`src/rtl/alu_seq.sv`:
```
// alu_seq: eight-op ALU with valid/ready handshakes and a WIDTH-cycle shift-add multiplier
module alu_seq #(
  parameter int WIDTH = 32
) (
  input  logic             clock,
  input  logic             reset,
  input  logic             in_valid,
  output logic             in_ready,
  input  logic [WIDTH-1:0] A,
  input  logic [WIDTH-1:0] B,
  input  logic [2:0]       control,
  output logic             out_valid,
  input  logic             out_ready,
  output logic [WIDTH-1:0] out,
  output logic             overflow,
  output logic             zero,
  output logic             negative
);
  localparam logic [1:0] IDLE = 2'd0, MUL = 2'd1, DONE = 2'd2;
  localparam int CW = $clog2(WIDTH) + 1;
  logic [1:0] state;
  logic [WIDTH-1:0] mcand, hi, lo, sum, diff, res, mul_lo, mul_hi;
  logic [WIDTH:0] step_sum;
  logic [CW-1:0] cnt;
  logic accept, last, res_ovf;
  assign in_ready = !reset && (state == IDLE || (state == DONE && out_ready));
  assign out_valid = state == DONE;
  assign accept = in_valid && in_ready;
  assign sum = A + B;
  assign diff = A - B;
  assign step_sum = {1'b0, hi} + (lo[0] ? {1'b0, mcand} : '0);
  assign mul_lo = {step_sum[0], lo[WIDTH-1:1]};
  assign mul_hi = step_sum[WIDTH:1];
  assign last = cnt == CW'(WIDTH - 1);
  // single-cycle result and signed overflow for every non-multiply opcode
  always_comb begin
    res = '0;
    res_ovf = 1'b0;
    case (control)
      3'd1: res = {{(WIDTH-1){1'b0}}, $signed(A) < $signed(B)};
      3'd2: begin
        res = sum;
        res_ovf = (A[WIDTH-1] == B[WIDTH-1]) && (sum[WIDTH-1] != A[WIDTH-1]);
      end
      3'd3: begin
        res = diff;
        res_ovf = (A[WIDTH-1] != B[WIDTH-1]) && (diff[WIDTH-1] != A[WIDTH-1]);
      end
      3'd4: res = A & B;
      3'd5: res = A | B;
      3'd6: res = ~(A | B);
      3'd7: res = A ^ B;
      default: res = '0;
    endcase
  end
  // handshake FSM; {hi,lo} shifts right one multiplier bit per MUL cycle
  always_ff @(posedge clock) begin
    if (reset) begin
      state <= IDLE;
      out <= '0;
      overflow <= 1'b0;
      zero <= 1'b0;
      negative <= 1'b0;
      cnt <= '0;
      hi <= '0;
      lo <= '0;
      mcand <= '0;
    end else if (accept) begin
      if (control == 3'd0) begin
        state <= MUL;
        hi <= '0;
        lo <= B;
        mcand <= A;
        cnt <= '0;
      end else begin
        state <= DONE;
        out <= res;
        overflow <= res_ovf;
        zero <= res == '0;
        negative <= res[WIDTH-1];
      end
    end else if (state == MUL) begin
      hi <= mul_hi;
      lo <= mul_lo;
      cnt <= cnt + CW'(1);
      if (last) begin
        state <= DONE;
        out <= mul_lo;
        overflow <= |mul_hi;
        zero <= mul_lo == '0;
        negative <= mul_lo[WIDTH-1];
      end
    end else if (state == DONE && out_ready) begin
      state <= IDLE;
    end
  end
endmodule
```
`config.mk`:
```
export PLATFORM = sky130hd
export DESIGN_NAME = alu_seq
export DESIGN_NICKNAME = d
export VERILOG_FILES = /design/src/rtl/alu_seq.sv
export SDC_FILE = /design/constraint.sdc
export NUM_CORES = 1
export LEC_CHECK = 0
export ABC_AREA = 1
export CORE_MARGIN = 4
export CORE_UTILIZATION = 55
export DETAILED_ROUTE_END_ITERATION = 8
export GPL_ROUTABILITY_DRIVEN = 0
export PLACE_DENSITY = 0.75
export SETUP_SLACK_MARGIN = 0.05
export SKIP_CTS_REPAIR_TIMING = 1
export SLEW_MARGIN = 20
export SYNTH_ARGS = -nofsm -noshare
export SYNTH_HDL_FRONTEND = slang
export SYNTH_SLANG_ARGS = --single-unit
```
`constraint.sdc`:
```
create_clock -name clock -period 5.8 [get_ports clock]
set_input_delay 0.87 -clock clock [delete_from_list [all_inputs] [get_ports clock]]
set_output_delay 0.87 -clock clock [all_outputs]
set_load 0.02 [all_outputs]
```
==> summary.md <==
| Metric | Value |
|---|---|
| # rows | 60 |
| DR WL met2 | 23.68 mm |
| Total die area | 30110 um2 |
| Num ports | 108 |
| Largest net degree at the start of global routing | 93 |
| Vias per cell | 5.862 |
| Initial DRC count | 2489 |
| Hold Startpoint | hi[0] |
| Pleak | 8.629 nW |
| Die Span X | 173.5 um |
| Tcrit/Tclk final | 66.17% |
| Max rail drop VDD | 193.4 uV |
| First-pass GRT wire length | 83.35 mm |
| WL final | 53.80 mm |
| Antenna cell count | 0 |
| Vias in the first global route | 16010 |
| Syn_nets | 2840 |
| Top cell type's share of synthesized area | 21.49% |
| Crit path time final | 3.838 ns |
| Remaining antenna violation count after routing | 0 |
| Kind of critical path | input pin to flip-flop |
| Yosys cell types | 49 |
| Post-route setup slack | 1.962 ns |
| Final nets | 2876 |
| CTS buffer count | 17 |
| Grt ovf | 0 |
| Clk pin slew, worst setup/hold paths | 0.07 ns |
| CP Capture Type | flip-flop |
| Critical path arrival | 4.15 ns |
| Core ar. | 26950 um2 |
| Yosys reg bits | 138 |
| Worst slew pin tran | 1.112 ns |
| Number of fill cells | 2643 |
| Routed via count | 17640 |
| Port bufs | 107 |
| Layout area overhead | 10.71% |
| CP Max Fanout | 92 |
| M1 WL | 21.98 mm |
| RSZ-0062 raised after global routing | false |
| Synth area leaders | nand2_1, dfxtp_1, ha_1, inv_1, nand3_1 |
| Largest family of logic cells by synthesized area | simple AND/OR/NAND/NOR gates |
| XOR/XNOR share of the synthesized area | 0.7555% |
| Startpoint types | input pin |
| Reg2Reg Depth | 23 |
| Post-synth top area cell | nand2_1 |
| Setup Viol. Count Final | 0 |
| FF-to-FF setup slack | 2.46 ns |
| RR Startpoint | lo[0] |
| Starting Density | 55.92% |
| Ys async rst share | 0% |
| Max-Cap Viols | 0 |
| Post-synthesis mux area share | 0% |
| DRC Markers | 0 |
| Hold path cells | 2 |
| Synth Warn # | 0 |
| Initial antenna violation count | 0 |
| CP Data Required Time | 6.11 ns |
| Number of synthesized flops with an enable pin | 0 |
| Clk buf depth | 2 |
| DR top layer | met4 |
| Dpl cells | 2978 |
| Hold Vio Cnt, Final | 0 |
| Post-synthesis compound-gate area fraction | 15.95% |
| Root buffer cell | clkbuf_16 |
| Fmax | 0.2605 GHz |
| Fin cells | 3009 |
| HPWL Detailed | 42.47 mm |
| Status | finished, final reports clean |
| Post-synthesis cell area | 15070 um2 |
| Hold Crit Class | flip-flop to flip-flop |
| Synth Area in Adders | 12.52% |
| Layout cells sized above 1 | 5.510% |
| Final Max Tran Viols | 0 |
| Gr usage total | 33.88% |
| RR Endpoint | overflow |
| Die Y | 173.5 um |
| Clk_lat worst skew | 0.42 ns |
| Wire length on met3 | 5.720 mm |
| DRT Pass-1 Iters | 7 |
| Syn avg cell area | 5.752 um2 |
| Slew headroom | 25.46% |
| Clock H-tree levels | 4 |
| Synth Area in Simple Gates | 37.82% |
| Worst slack, placed | 1.663 ns |
| Mapped Cells | 2620 |
| Sequential area share after synthesis | 18.33% |
| Pwr Density | 178.1 nW/um2 |
| Hold endpoint | hi[0] |
| Worst Clk Skew | 0.01911 ns |
| DR WL/cell | 17.88 um |
| Post-route setup TNS | 0 ns |
| CTS sink cnt | 138 |
| CTS tree | yes |
| Main synth FF type | dfxtp_1 |
-- layout by cell type, fill, tap and decap left out, drive strengths merged, types with 3 or more instances in the layout --
cell type and count:
a211oi 7, a21oi 196, a221oi 16, a22oi 6
a31oi 37, buf 11, clkbuf 19, clkdlybuf4s50 106
clkinv 10, clkinvlp 4, dfxtp 138, fa 3
ha 146, inv 433, nand2 880, nand3 198
nand3b 4, nand4 26, nor2 213, nor3 13
nor4 10, o21ai 116, o21bai 13, o221ai 4
o22ai 21, or2 9, xnor2 5, xor2 8
-- power by group --
part | switching [mW] | internal, mW
Sequential | 0.0155 | 0.966
Clock | 0.436 | 0.659
Combinational | 0.616 | 0.279
-- sequential cells by signal (all words and copies together), names as in the netlist --
register	count
cnt	6
hi	32
lo	32
mcand	32
out	32
overflow	1
state	2
zero	1
-- area by class of cell --
type | instances | area [um2] | area share [%]
inverters | 437 | 1640 | 9.831
well taps | 341 | 426.7 | 2.557
clock buffers | 19 | 452.9 | 2.715
multi-input cells | 1945 | 10120 | 60.67
flip-flops and latches | 138 | 2763 | 16.56
clock inverters | 12 | 138.9 | 0.8324
repair buffers | 117 | 1141 | 6.839
-- stage by stage --
step                      utilization (%)  total power, mW  hold WS (ns)  instance area (um2)
final                               61.91            2.971        0.4715                16680
after global routing                61.91            3.086        0.4904                16680
after CTS                           61.91            2.937        0.4722                16680
after detailed placement            59.71            1.856        0.4637                16090
after global placement              59.71            1.847        0.4516                16090
after floorplan                         -            1.583        0.4434                15070
-- cells in the mapped netlist, drive strengths merged, types with 5 or more instances --
library cell,number
buf,53
a31oi,37
xnor2,5
a211oi,7
inv,430
xor2,8
o21bai,13
clkinv,7
ha,146
dfxtp,138
a21oi,196
nand3,198
nand4,26
nor3,13
o22ai,21
a22oi,6
nor4,10
clkbuf,47
nor2,213
nand2,880
o21ai,116
or2,9
a221oi,16
-- cells by family (layout without fill, tap and decap cells) --
kind of cell,after synthesis,in the layout
flops,138,138
simple gates,1357,1357
fa+ha+maj,149,149
buf+inv,537,585
compound gates,426,426
xor+xnor,13,13
-- layer usage --
layer | global-route usage [%] | vias up
li1 | - | 8391
met3 | 4.929 | 184
met1 | 45.83 | 7945
met2 | 54.75 | 1120
met4 | 12.94 | 0
met5 | 0 | -
-- critical path: stages --
cell and delay (ns):
clkdlybuf4s50_1 0.47, or2_1 0.14, nand3_2 0.06, buf_4 0.27
inv_2 0.55, nand3_2 0.23, inv_2 0.15, buf_4 0.72
o21ai_0 0.34, a21oi_1 0.30
-- worst max-delay path by stage --
stage | slack [ns] | startpoint | endpoint
3_5_place_dp | 1.66 | out_ready | mcand[2]
5_1_grt | 1.77 | out_ready | mcand[2]
2_1_floorplan | 2.96 | lo[0] | overflow
3_3_place_gp | 1.58 | out_ready | mcand[4]
6_report | 1.96 | out_ready | mcand[2]
4_1_cts | 2.06 | out_ready | hi[10]
Note: power is estimated with default switching activity, not from simulation.
